<file path="src/rtl/alu_issue_ctrl.sv">
// Issue/sequencing controller for the 8-bit ALU: owns the register file and Z/C flags.
// Optional perf counters are enabled by defining ALU_ISSUE_PERF_CNT_EN.
module alu_issue_ctrl #(
  parameter int         RF_AW        = 2,
  parameter logic [7:0] RF_RESET_VAL = 8'h00
) (
  input  logic             clk,
  input  logic             rst,
  input  logic             instr_valid,
  output logic             instr_ready,
  input  logic [2:0]       instr_op,
  input  logic [RF_AW-1:0] instr_rd,
  input  logic [RF_AW-1:0] instr_rs,
  input  logic             instr_imm_sel,
  input  logic [7:0]       instr_imm,
  output logic [7:0]       alu_a,
  output logic [7:0]       alu_b,
  output logic [2:0]       alu_opcode,
  input  logic [7:0]       alu_result,
  input  logic             alu_flag_z,
  input  logic             alu_flag_c,
  output logic             rsp_valid,
  input  logic             rsp_ready,
  output logic [7:0]       rsp_result,
  output logic             rsp_z,
  output logic             rsp_c,
  output logic             rsp_err
`ifdef ALU_ISSUE_PERF_CNT_EN
  ,
  output logic [15:0]      perf_retired,
  output logic [15:0]      perf_illegal
`endif
);

  localparam int RF_DEPTH = 1 << RF_AW;

  localparam logic [2:0] OP_ADD = 3'b000;
  localparam logic [2:0] OP_SUB = 3'b001;
  localparam logic [2:0] OP_AND = 3'b010;
  localparam logic [2:0] OP_OR  = 3'b011;
  localparam logic [2:0] OP_EOR = 3'b100;
  localparam logic [2:0] OP_LDI = 3'b101;
  localparam logic [2:0] OP_CMP = 3'b110;

  typedef enum logic [1:0] {IDLE, EXEC, RESP} state_t;

  state_t           state;
  logic [7:0]       rf [RF_DEPTH];
  logic             flag_z;
  logic             flag_c;
  logic [2:0]       op_p0;
  logic [RF_AW-1:0] rd_p0;

  // CMP reuses the ALU subtractor; LDI and illegal opcodes park the ALU on ADD.
  function automatic logic [2:0] map_alu_op(input logic [2:0] op);
    case (op)
      OP_ADD, OP_SUB, OP_AND, OP_OR, OP_EOR: map_alu_op = op;
      OP_CMP:                                map_alu_op = OP_SUB;
      default:                               map_alu_op = OP_ADD;
    endcase
  endfunction

  always_ff @(posedge clk or posedge rst) begin
    if (rst) begin
      state       <= IDLE;
      instr_ready <= 1'b1;
      for (int i = 0; i < RF_DEPTH; i++) rf[i] <= RF_RESET_VAL;
      flag_z      <= 1'b0;
      flag_c      <= 1'b0;
      op_p0       <= OP_ADD;
      rd_p0       <= '0;
      alu_a       <= '0;
      alu_b       <= '0;
      alu_opcode  <= OP_ADD;
      rsp_valid   <= 1'b0;
      rsp_result  <= '0;
      rsp_z       <= 1'b0;
      rsp_c       <= 1'b0;
      rsp_err     <= 1'b0;
`ifdef ALU_ISSUE_PERF_CNT_EN
      perf_retired <= '0;
      perf_illegal <= '0;
`endif
    end else begin
      case (state)
        // Accept: operands are read from the register file at this edge.
        IDLE: begin
          if (instr_valid) begin
            op_p0       <= instr_op;
            rd_p0       <= instr_rd;
            alu_a       <= rf[instr_rd];
            alu_b       <= instr_imm_sel ? instr_imm : rf[instr_rs];
            alu_opcode  <= map_alu_op(instr_op);
            instr_ready <= 1'b0;
            state       <= EXEC;
          end
        end
        // Execute: capture ALU outputs, write back, and stage the response.
        EXEC: begin
          case (op_p0)
            OP_ADD, OP_SUB, OP_AND, OP_OR, OP_EOR: begin
              rf[rd_p0]  <= alu_result;
              flag_z     <= alu_flag_z;
              flag_c     <= alu_flag_c;
              rsp_result <= alu_result;
              rsp_z      <= alu_flag_z;
              rsp_c      <= alu_flag_c;
              rsp_err    <= 1'b0;
            end
            OP_CMP: begin
              flag_z     <= alu_flag_z;
              flag_c     <= alu_flag_c;
              rsp_result <= alu_result;
              rsp_z      <= alu_flag_z;
              rsp_c      <= alu_flag_c;
              rsp_err    <= 1'b0;
            end
            OP_LDI: begin
              rf[rd_p0]  <= alu_b;
              flag_z     <= (alu_b == 8'h00);
              rsp_result <= alu_b;
              rsp_z      <= (alu_b == 8'h00);
              rsp_c      <= flag_c;
              rsp_err    <= 1'b0;
            end
            default: begin
              rsp_result <= '0;
              rsp_z      <= flag_z;
              rsp_c      <= flag_c;
              rsp_err    <= 1'b1;
            end
          endcase
          alu_a      <= '0;
          alu_b      <= '0;
          alu_opcode <= OP_ADD;
          rsp_valid  <= 1'b1;
          state      <= RESP;
        end
        // Respond: hold rsp_* until the consumer takes them.
        RESP: begin
          if (rsp_ready) begin
            rsp_valid   <= 1'b0;
            instr_ready <= 1'b1;
            state       <= IDLE;
`ifdef ALU_ISSUE_PERF_CNT_EN
            if (rsp_err) perf_illegal <= perf_illegal + 16'd1;
            else         perf_retired <= perf_retired + 16'd1;
`endif
          end
        end
        default: state <= IDLE;
      endcase
    end
  end

endmodule

</file>
<file path="config.mk">
export PLATFORM = sky130hd
export DESIGN_NAME = alu_issue_ctrl
export DESIGN_NICKNAME = d
export VERILOG_FILES = /design/src/rtl/alu_issue_ctrl.sv
export SDC_FILE = /design/constraint.sdc
export NUM_CORES = 1
export LEC_CHECK = 0
export BUFFER_PORTS_ARGS = -buffer_cell sky130_fd_sc_hd__buf_2
export CAP_MARGIN = 25
export CORE_UTILIZATION = 50
export CTS_CLUSTER_DIAMETER = 30
export DETAILED_ROUTE_END_ITERATION = 7
export PLACE_DENSITY = 0.81
export SKIP_LAST_GASP = 1
export SYNTH_ARGS = -nofsm -noshare
export SYNTH_HDL_FRONTEND = slang
export SYNTH_SLANG_ARGS = --single-unit
</file>
<file path="constraint.sdc">
create_clock -name clk -period 2.02 [get_ports clk]
set_input_delay 0.202 -clock clk [delete_from_list [all_inputs] [get_ports clk]]
set_output_delay 0.202 -clock clk [all_outputs]
set_load 0.01 [all_outputs]
</file>
# Yosys cells after proc, flatten, opt, wreduce, memory -nomap -nowiden
# Index checks and enable logic that the tools add are counted.
word_totals:
  elab_cells: 90
  latch_bits: 0
  n_memories: 0
  regBits: 71
  mem_bits_ro: 0
  ramBits: 0
op_classes:
  multipliers: 0
  magnitude_cmp: 4
  add_sub_neg: 0
  muxes: 30
  n_shift: 0
  n_reduce_logical: 22
  n_bitwise: 3
  eq_ne: 15
  div_mod_pow: 0
op_table:
  columns: ["cell", "n"]
  rows:
  - ["$bwmux W32", 2]
  - ["$mux W8", 8]
  - ["$pmux W32 S2", 1]
  - ["$pmux W8 S2", 3]
  - ["$bmux W8 S2", 2]
  - ["$demux W8 S2", 1]
  - ["$eq A3 B3 Y1 const B", 5]
  - ["$reduce_and A2 Y1", 7]
  - ["$eq A3 B2 Y1 const B", 4]
  - ["$pmux W3 S2", 2]
  - ["$reduce_bool A2 Y1", 5]
  - ["$reduce_or A5 Y1", 2]
  - ["$ge A3 B3 Y1 const B", 3]
  - ["$not A2 Y3", 3]
  - ["$logic_not A8 Y1", 1]
  - ["$reduce_or A7 Y1", 1]
  - ["$eq A3 B1 Y1 const B", 2]
  - ["$logic_not A3 Y1", 2]
  - ["$pmux W1 S2", 3]
  - ["$pmux W2 S3", 1]
  - ["$reduce_or A6 Y1", 1]
  - ["$mux W1", 4]
  - ["$mux W2", 2]
  - ["$ne A2 B2 Y1 const B", 2]
  - ["other kinds (7)", 7]

# Logic depth before layout (Yosys ltp)
# Gate-level depths: netlist of run 1.
logic_depth:
  ltp_word: 7
  ltp_mapped: 6

# Worst setup path after synthesis of run 1
# No wires, ideal clock.
synth_path:
  path_kind: "register -> register"
  startpoint: "reg op_p0[2]"
  endpoint: "reg rf[16] (netlist bit)"
  slack_ns: 0.388
  path_buffers: 1
  synth_period_minus_slack_ns: 1.632
  arrival_time_ns: 1.508
  stages_incl_launch_ff: 5
  path_cell_list: "dfrtp_1 -> and2_0 -> buf_2 -> nor4b_4 -> mux2_2"
synth_via:
  elab_chain_cells: 4
synth_lines:
  columns: ["element", "line", "text"]
  rows:
  - ["start, declared", "51", "logic [2:0] op_p0;"]
  - ["start signal, assigned", "89", "op_p0 <= instr_op;"]
  - ["$eq A3 B1 Y1, or another cell as far along", "100", "case (op_p0)"]
  - ["$reduce_or A5 Y1", null, null]
  - ["$reduce_bool A2 Y1 (no line)", null, null]
  - ["$reduce_and A2 Y1 (no line)", null, null]
  - ["end signal, assigned by index", "102", "rf[rd_p0] <= alu_result;"]
  - ["end signal, assigned by index", "119", "rf[rd_p0] <= alu_b;"]
  - ["end, declared", "48", "logic [7:0] rf [RF_DEPTH];"]
# Several ways; a longest one is shown, not always the timed one.
# A chain may end at the register's enable or synchronous reset.

# Final worst setup path of run 1
layout_path:
  startpoint: "reg op_p0[1]"
  endpoint: "reg rf[2] (netlist bit)"
# The elaborated chain is that of the path after synthesis.

==> run_results.csv, run 1 <==
group,metric,value,unit
synthesis,netlist_area,0.00342,mm²
timing,worst_slack,185,ps
run,maxCapViolCount,0,
cts,clkSinkCount,71,
floorplan,fp.dieH,84.8,µm
power_and_ir_drop,power_density,1470,mW/mm²
cts,ctsRootBufferMaster,"clkbuf_8",
synthesis,synth-compound-area-share,6.10,%
detailed_routing,post_drt_wl_per_cell,18.4,µm
synthesis,synth_top_area_share,51.2,%
placed_design,io_buffer_count,61,
detailed_routing,vias_per_cell,5.93,
power_and_ir_drop,p_leak,1.89,nW
synthesis,synthesis.nets,291,
cts,cts_made_buffers,9,
synthesis,synth_area_leader_cell,"dfrtp_1",
worst_setup_path,crit_required,2250,ps
layout,diodes,0,
synthesis,syn_inst,261,
hold_path,min_path_type,"in2reg",
synthesis,yosys.cell_count.top_type,"dfrtp_1",
worst_setup_path,r2r_start,"op_p0[1]",
synthesis,netlist_top_cells_count,"dfrtp_1 (70), mux2_2 (46), nand2_1 (34)",
detailed_routing,drc,8,
layout,fin_area,0.00402,mm²
global_routing,grt_pass1_wl,12300,µm
worst_setup_path,cp_max_fo,8,
worst_setup_path,slowest_stage,"and4b_1",
worst_setup_path,crit_chain,"and2_0 -> and4b_1 -> mux2_2",
synthesis,ys_types,33,
timing,slew_viol_final,0,
placed_design,place_area,0.00386,mm²
synthesis,synth_top_family_by_area,"multiplexers",
detailed_routing,drt_iter0_markers,234,
global_routing,gr-total-overflow,0,
worst_setup_path,end_kind,"flip-flop",
timing,grt_setup_unrepaired,"no",
placed_design,hpwl,5530,µm
synthesis,synth-seq-cells,71,
synthesis,synth_adder_area_share,0,%
layout,drive_gt1_share,46.9,%
hold_path,hold_path.startpoint,"alu_flag_z",
cts,cts_tree,"yes",
floorplan,design.portCount,62,
power_and_ir_drop,pwr-share-comb,39.6,%
synthesis,synth_top_flop_cell,"dfrtp_1",
floorplan,dieArea,0.00718,mm²
floorplan,rows,29,
power_and_ir_drop,worst_ir_drop_vdd,0.472,mV
detailed_routing,ant_nets,0,
timing,fin_skew,6.87,ps
cts,cts.path.max_buffers,2,
worst_setup_path,path_class,"reg2reg",
layout,nets,362,
floorplan,core,0.00649,mm²
global_routing,first_global_vias,2446,
status,violations,"DRC",
power_and_ir_drop,seqPwrFrac,44.3,%
detailed_routing,met3_length,407,µm
detailed_routing,via_count,2456,
worst_setup_path,crit_path_start,"op_p0[1]",
power_and_ir_drop,p_switching,2.16,mW
timing,min_period,1840,ps
status,status,"finished with violations",
synthesis,ys_top_cells_by_area,"dfrtp_1 (51%), mux2_2 (15%), mux4_2 (11%)",
detailed_routing,wl_met2,3880,µm
global_routing,grt_util_all_layers,22.8,%
power_and_ir_drop,power.internal,3.75,mW
synthesis,synth_edf_count,0,
detailed_routing,drt-met1-wl,3240,µm
synthesis,ys_seq_area_share,51.9,%
placed_design,gp_congestion,0.812,
synthesis,syn-mean-instance-area,13.1,µm²
timing,worst_pin_slew,706,ps
floorplan,start_util,52.7,%
timing,tns,0,ps
timing,slew_headroom,52.9,%
layout,syn2layout_area_growth,17.5,%
worst_setup_path,cp-start-kind,"flip-flop",
detailed_routing,routed.top_layer,"met4",
timing,setup_viol,0,
placed_design,pre_cts_slack,202,ps
detailed_routing,routed_wl,7640,µm
cts,clk_latency,340,ps
timing,hold_viol_final,0,
worst_setup_path,cp_slowest_stage_delay,600,ps
synthesis,synth-simple-area-share,13.3,%
cts,cts_htree_levels,3,
timing,timing.final.crit_share,90.8,%
power_and_ir_drop,p_clk_share,16.1,%
cts,post_cts_resized,0,
detailed_routing,dr.pass1.iters,7,
global_routing,antenna_found_initial,0,
synthesis,synthMuxAreaShare,25.9,%
synthesis,synth_xor_area_share,0,%
global_routing,grt_max_degree,36,
worst_setup_path,crit_arrival,2070,ps
synthesis,synthArstFlopShare,100,%
synthesis,yosysWarningCount,0,
floorplan,dieWidth,84.8,µm
timing,clock.fmax,545,MHz
power_and_ir_drop,p_sw_share,36.5,%
cts,clk_pin_slew,80,ps
registers in the layout (all words and copies together) (netlist names), 2 cells and up:
name	count
rf	32
alu_a	8
alu_b	8
rsp_result	8
alu_opcode	3
op_p0	3
rd_p0	2
state	2
final cells by class:
cell class	count	area, µm²
multi-input combinational	170	1550
tap	77	96.3
fill	494	2470
clock buffer	12	135
timing repair buffer	77	428
inverter	3	11.3
clock inverter	4	22.5
sequential	71	1780
through the flow:
| step | hold slack (ps) | total power, mW | utilization (%) | cells |
|---|---|---|---|---|
| after global placement | 361 | 4.84 | 59.4 | 397 |
| after detailed placement | 359 | 4.98 | 59.4 | 397 |
| final | 87.4 | 5.91 | 62.0 | 414 |
| after CTS | 82.9 | 5.93 | 62.0 | 414 |
| after floorplan | 309 | 4.18 | - | 261 |
| after global routing | 108 | 6.26 | 62.0 | 414 |
critical path: cells and delay by family, from the launching register on:
kind          cells  cell delay [ps]
simple gates      2              920
flops             1              410
mux               1              400
power groups by stage:
| stage | Clock (mW) | Combinational (mW) | Sequential [mW] |
|---|---|---|---|
| detailed placement | 0 | 2.34 | 2.64 |
| floorplan | 0 | 1.55 | 2.63 |
| global route | 1.01 | 2.54 | 2.71 |
| finish | 0.951 | 2.34 | 2.62 |
| CTS | 0.961 | 2.35 | 2.61 |
| global placement | 0 | 2.26 | 2.58 |
kinds of logic after synthesis:
kind of cell           after synthesis
AO/OA/AOI/OAI                       28
AND/OR/NAND/NOR                     79
flip-flops                          71
multiplexers                        63
buffers and inverters               20
placed cells by master (no fill, tap or decap), types with 6 or more instances in the layout:
cell	instances
nand2_1	34
a22o_1	9
mux2_2	46
mux4_2	16
buf_4	15
clkbuf_8	9
a32oi_1	8
dfrtp_1	70
buf_2	61
nand3_1	26
o21ai_0	6
metal layers:
layer	global-route usage, %	vias to the layer above
met3	4.52	9
met4	9.40	0
met1	29.1	1241
met5	0	-
met2	38.1	88
li1	-	1118
worst paths after layout:
check | to | slack [ps] | cells after the start
worst min register to register | rsp_err | 470 | 2
max in group asynchronous | alu_a[6] | 850 | 4
worst max-delay path | rf[2] | 180 | 3
min in group asynchronous | rsp_result[4] | 510 | 3
worst max register to register | rf[2] | 180 | 3
worst min-delay path | flag_z | 90 | 3
repair_timing:
item | 4_1_cts | 5_1_grt
hold buffers | 1 | 0
endpoints found under the hold margin | 14 | 0
setup endpoints to repair | 0 | 0
buffers inserted | 0 | 0
(Power assumes the default switching activity.)
==> inputs of run 2 (changes only) <==
--- a/config.mk
+++ b/config.mk
@@ -10,6 +10,7 @@
 export CORE_UTILIZATION = 50
 export CTS_CLUSTER_DIAMETER = 30
 export DETAILED_ROUTE_END_ITERATION = 7
+export MAX_ROUTING_LAYER = met4
 export PLACE_DENSITY = 0.81
 export SKIP_LAST_GASP = 1
 export SYNTH_ARGS = -nofsm -noshare
==> run_results.csv, run 2 (synthesis results as in run 1) <==
group,metric,value,unit
status,status,"finished with violations",
status,violations,"DRC",
global_routing,antenna_found_initial,0,
layout,num-fill-cells,494,
worst_setup_path,slowest_stage,"and4b_1",
layout,ff_latch_area,0.00178,mm²
power_and_ir_drop,p_leak,1.89,nW
layout,drive_gt1_share,46.9,%
worst_setup_path,crit_arrival,2080,ps
power_and_ir_drop,worst_ir_drop_vdd,0.473,mV
cts,post_cts_resized,0,
power_and_ir_drop,power.internal,3.75,mW
power_and_ir_drop,p_clk_share,16.1,%
worst_setup_path,end_kind,"flip-flop",
worst_setup_path,cp-start-kind,"flip-flop",
detailed_routing,post_drt_wl_per_cell,18.5,µm
power_and_ir_drop,pwr-share-comb,39.6,%
detailed_routing,ant_nets,0,
layout,fin_area,0.00402,mm²
layout,nets,362,
layout,final_core_util,62.0,%
floorplan,rows,29,
floorplan,fp.dieH,84.8,µm
detailed_routing,vias_per_cell,5.95,
cts,clk_pin_slew,70,ps
detailed_routing,routed_wl,7640,µm
timing,fin_skew,9.28,ps
layout,syn2layout_area_growth,17.5,%
global_routing,grt_util_all_layers,23.5,%
layout,multi_input_area,0.00155,mm²
global_routing,grt_max_degree,36,
floorplan,start_util,52.7,%
layout,layout_commonest_cell,"dfrtp_1",
layout,diodes,0,
cts,cts_htree_levels,3,
detailed_routing,drt_iter0_markers,168,
timing,min_period,1850,ps
global_routing,gr-total-overflow,0,
cts,ctsRootBufferMaster,"clkbuf_8",
timing,grt_setup_unrepaired,"no",
timing,clock.fmax,539,MHz
cts,clk_latency,340,ps
cts,cts_tree,"yes",
layout,largest_register_ffs,32,
worst_setup_path,crit_chain,"and2_0 -> and4b_1 -> mux2_2",
detailed_routing,dr.pass1.iters,7,
placed_design,io_buffer_count,61,
worst_setup_path,path_class,"reg2reg",
layout,regMostFlops,"rf",
timing,slew_headroom,52.8,%
cts,clkSinkCount,71,
placed_design,gp_congestion,0.824,
hold_path,holdPathStages,3,
placed_design,hpwl,5530,µm
cts,cts_made_buffers,9,
layout,most-common-layout-cells,"dfrtp_1 (70), buf_2 (61), mux2_2 (46)",
worst_setup_path,crit_required,2250,ps
timing,timing.final.crit_share,91.8,%
worst_setup_path,cp_slowest_stage_delay,610,ps
global_routing,grt_pass1_wl,12300,µm
timing,slew_viol_final,0,
run,maxCapViolCount,0,
hold_path,min_path_type,"in2reg",
cts,cts.path.max_buffers,2,
power_and_ir_drop,power_density,1470,mW/mm²
power_and_ir_drop,p_sw_share,36.5,%
detailed_routing,via_count,2465,
timing,worst_pin_slew,708,ps
power_and_ir_drop,p_switching,2.16,mW
power_and_ir_drop,seqPwrFrac,44.3,%
worst_setup_path,cp_max_fo,8,
floorplan,dieArea,0.00718,mm²
placed_design,place_area,0.00386,mm²
floorplan,dieWidth,84.8,µm
floorplan,core,0.00649,mm²
global_routing,first_global_vias,2447,
worst_setup_path,rr_worst_depth,3,
timing,tns,0,ps
timing,hold_viol_final,0,
floorplan,design.portCount,62,
timing,setup_viol,0,
detailed_routing,drc,8,
## run 2: worst max-delay path: cells and delay by family, from the launching register on
kind | cells | cell delay [ps]
mux | 1 | 390
simple gates | 2 | 940
flops | 1 | 410
## run 2: cell type report
cell class | count | share of cell area, %
Clock buffer | 12 | 3.36
Clock inverter | 4 | 0.560
Inverter | 3 | 0.280
Multi-Input combinational cell | 170 | 38.6
Sequential cell | 71 | 44.2
Tap cell | 77 | 2.39
Timing Repair Buffer | 77 | 10.6
## run 2: path summary, 6_finish.rpt
path                       slack, ps       start             to
min in group asynchronous        510         rst  rsp_result[4]
hold / removal                    90  alu_flag_z         flag_z
hold reg to reg                  470     rsp_err        rsp_err
setup / recovery                 170    op_p0[1]          rf[0]
setup reg to reg                 170    op_p0[1]          rf[0]
max in group asynchronous        850         rst       alu_a[6]
## run 2: metal layers
metal	vias to the layer above	global-route usage, %	share of wire (%)
met4	0	9.40	1.9
met3	17	4.52	5.0
met1	1233	29.1	43
met2	94	38.1	50
li1	1121	-	-
met5	-	-	0
## run 2: what timing repair did
action                                 4_1_cts  5_1_grt
setup buffers                                0        0
hold buffers                                 1        0
endpoints found under the hold margin       14        0
## run 2: metrics by stage
stage                     power (mW)  hold slack, ps  setup WS, ps  instances
after global placement          4.84             361           263        397
after detailed placement        4.98             359           202        397
after global routing            6.26             108           151        414
final                           5.91            88.9           165        414
after floorplan                 4.18             309          23.1        261
after CTS                       5.93            82.9           180        414
## run 2: power by group through the flow
stage                     registers [mW]  clock network [mW]  logic (mW)
final                               2.62               0.949        2.34
after global routing                2.71                1.01        2.54
after CTS                           2.61               0.961        2.35
after detailed placement            2.64                   0        2.34
after global placement              2.58                   0        2.26
after floorplan                     2.63                   0        1.55
==> inputs of run 3 (changes only) <==
==> config.mk (replaced) <==
export PLATFORM = sky130hd
export DESIGN_NAME = alu_issue_ctrl
export DESIGN_NICKNAME = d
export VERILOG_FILES = /design/src/rtl/alu_issue_ctrl.sv
export SDC_FILE = /design/constraint.sdc
export NUM_CORES = 1
export LEC_CHECK = 0
export CAP_MARGIN = 25
export CORE_UTILIZATION = 59
export CTS_BUF_LIST = sky130_fd_sc_hd__clkbuf_4
export CTS_CLUSTER_DIAMETER = 30
export DETAILED_ROUTE_END_ITERATION = 7
export DONT_BUFFER_PORTS = 1
export MAX_ROUTING_LAYER = met4
export PLACE_DENSITY = 0.83
export SKIP_LAST_GASP = 1
export SYNTH_ARGS = -nofsm -noshare
export SYNTH_HDL_FRONTEND = slang
export SYNTH_SLANG_ARGS = --single-unit
==> run_results.csv, run 3 (synthesis results as in run 1) <==
group,metric,value,unit
timing,slew_viol_final,0,
worst_setup_path,slowest_stage,"and4b_1",
floorplan,rows,27,
hold_path,min_path_type,"in2reg",
layout,multi_input_area,0.00155,mm²
floorplan,dieArea,0.00611,mm²
worst_setup_path,end_kind,"flip-flop",
power_and_ir_drop,worst_ir_drop_vdd,0.571,mV
timing,timing.final.crit_share,92.2,%
timing,tns,0,ps
global_routing,gr-total-overflow,0,
cts,cts_htree_levels,3,
layout,num-fill-cells,376,
status,status,"finished clean",
floorplan,design.portCount,62,
power_and_ir_drop,p_total,5.43,mW
layout,largest_register_ffs,32,
layout,regMostFlops,"rf",
layout,syn2layout_area_growth,13.6,%
global_routing,grt_pass1_wl,12400,µm
detailed_routing,drt_iter0_markers,178,
detailed_routing,dr.pass1.iters,4,
detailed_routing,drc,0,
run,maxCapViolCount,0,
worst_setup_path,cp-start-kind,"flip-flop",
worst_setup_path,path_class,"reg2reg",
cts,cts_tree,"yes",
timing,clock.fmax,537,MHz
floorplan,start_util,61.8,%
detailed_routing,routed_wl,7630,µm
cts,ctsRootBufferMaster,"clkbuf_4",
timing,fin_skew,11.4,ps
floorplan,dieWidth,78.2,µm
placed_design,io_buffer_count,0,
placed_design,hpwl,4990,µm
cts,cts.path.max_buffers,2,
cts,post_cts_resized,0,
layout,ff_latch_area,0.00178,mm²
cts,clk_pin_slew,100,ps
detailed_routing,post_drt_wl_per_cell,20.7,µm
global_routing,antenna_found_initial,0,
floorplan,fp.dieH,78.2,µm
floorplan,core,0.00554,mm²
worst_setup_path,crit_required,2310,ps
layout,most-common-layout-cells,"dfrtp_1 (70), mux2_2 (46), nand2_1 (34)",
detailed_routing,ant_nets,0,
timing,hold_viol_final,0,
worst_setup_path,crit_chain,"and2_0 -> and4b_1 -> mux2_2",
timing,setup_viol,0,
worst_setup_path,cp_max_fo,8,
placed_design,gp_congestion,0.787,
cts,clkSinkCount,71,
worst_setup_path,crit_arrival,2150,ps
timing,slew_headroom,60.4,%
layout,layout_commonest_cell,"dfrtp_1",
timing,min_period,1860,ps
timing,grt_setup_unrepaired,"no",
layout,diodes,0,
layout,drive_gt1_share,31.4,%
layout,nets,323,
power_and_ir_drop,p_leak,1.69,nW
cts,cts_made_buffers,9,
global_routing,grt_util_all_layers,27.8,%
global_routing,first_global_vias,2484,
cts,clk_latency,400,ps
detailed_routing,via_count,2367,
timing,worst_pin_slew,593,ps
worst_setup_path,cp_slowest_stage_delay,600,ps
global_routing,grt_max_degree,72,
detailed_routing,vias_per_cell,6.43,
power_and_ir_drop,power_density,1400,mW/mm²
[run 3: per-stage QoR]
stage	hold WS, ps	cells	util (%)	setup WS [ps]	cell area, µm²
2_1_floorplan	309	261	-	23.1	3420
4_1_cts	22.1	368	70.2	184	3890
5_1_grt	36.5	368	70.2	119	3890
3_3_place_gp	193	328	63.8	255	3530
3_5_place_dp	194	328	63.8	204	3530
6_report	30.6	368	70.2	159	3890
[run 3: where the power goes]
part           internal (mW)  leakage [nW]  total (mW)  switching, mW
clock network          0.259        0.0577       0.709          0.450
logic                   1.07         0.747        1.94          0.872
registers               2.08         0.889        2.79          0.709
total                   3.40          1.69        5.43           2.03
[run 3: per-layer routing]
layer / track usage (%) / vias up / share of wire, %
met1: 34.5 / 1195 / 42
met4: 13.7 / 0 / 2.3
met5: - / - / 0
met3: 6.74 / 23 / 6.9
li1: - / 1043 / -
met2: 42.8 / 106 / 48
[run 3: worst max-delay path, delay by kind of cell, from the launching register on]
kind	cells	cell delay [ps]
flops	1	430
simple gates	2	920
mux	1	390
[run 3: timing repair]
action / in CTS / in global routing
buffers inserted: 0 / 0
hold buffers: 26 / 0
endpoints found under the hold margin: 94 / 0
[run 3: worst paths after layout]
kind	start	slack [ps]	depth (start not counted)	to
worst max register to register	op_p0[1]	160	3	rf[7]
max in group asynchronous	rst	1370	3	instr_ready
min in group asynchronous	rst	320	3	alu_b[5]
worst min register to register	instr_ready	520	2	instr_ready
worst min-delay path	instr_op[2]	30	3	alu_opcode[1]
worst max-delay path	op_p0[1]	160	3	rf[7]
[run 3: final cells by class]
| cell class | count | share of cell area (%) |
|---|---|---|
| clock buffers | 11 | 2.12 |
| clock inverters | 3 | 0.322 |
| inverters | 3 | 0.289 |
| repair buffers | 38 | 9.33 |
| multi-input cells | 170 | 39.9 |
| flip-flops and latches | 71 | 45.7 |
| well taps | 72 | 2.32 |
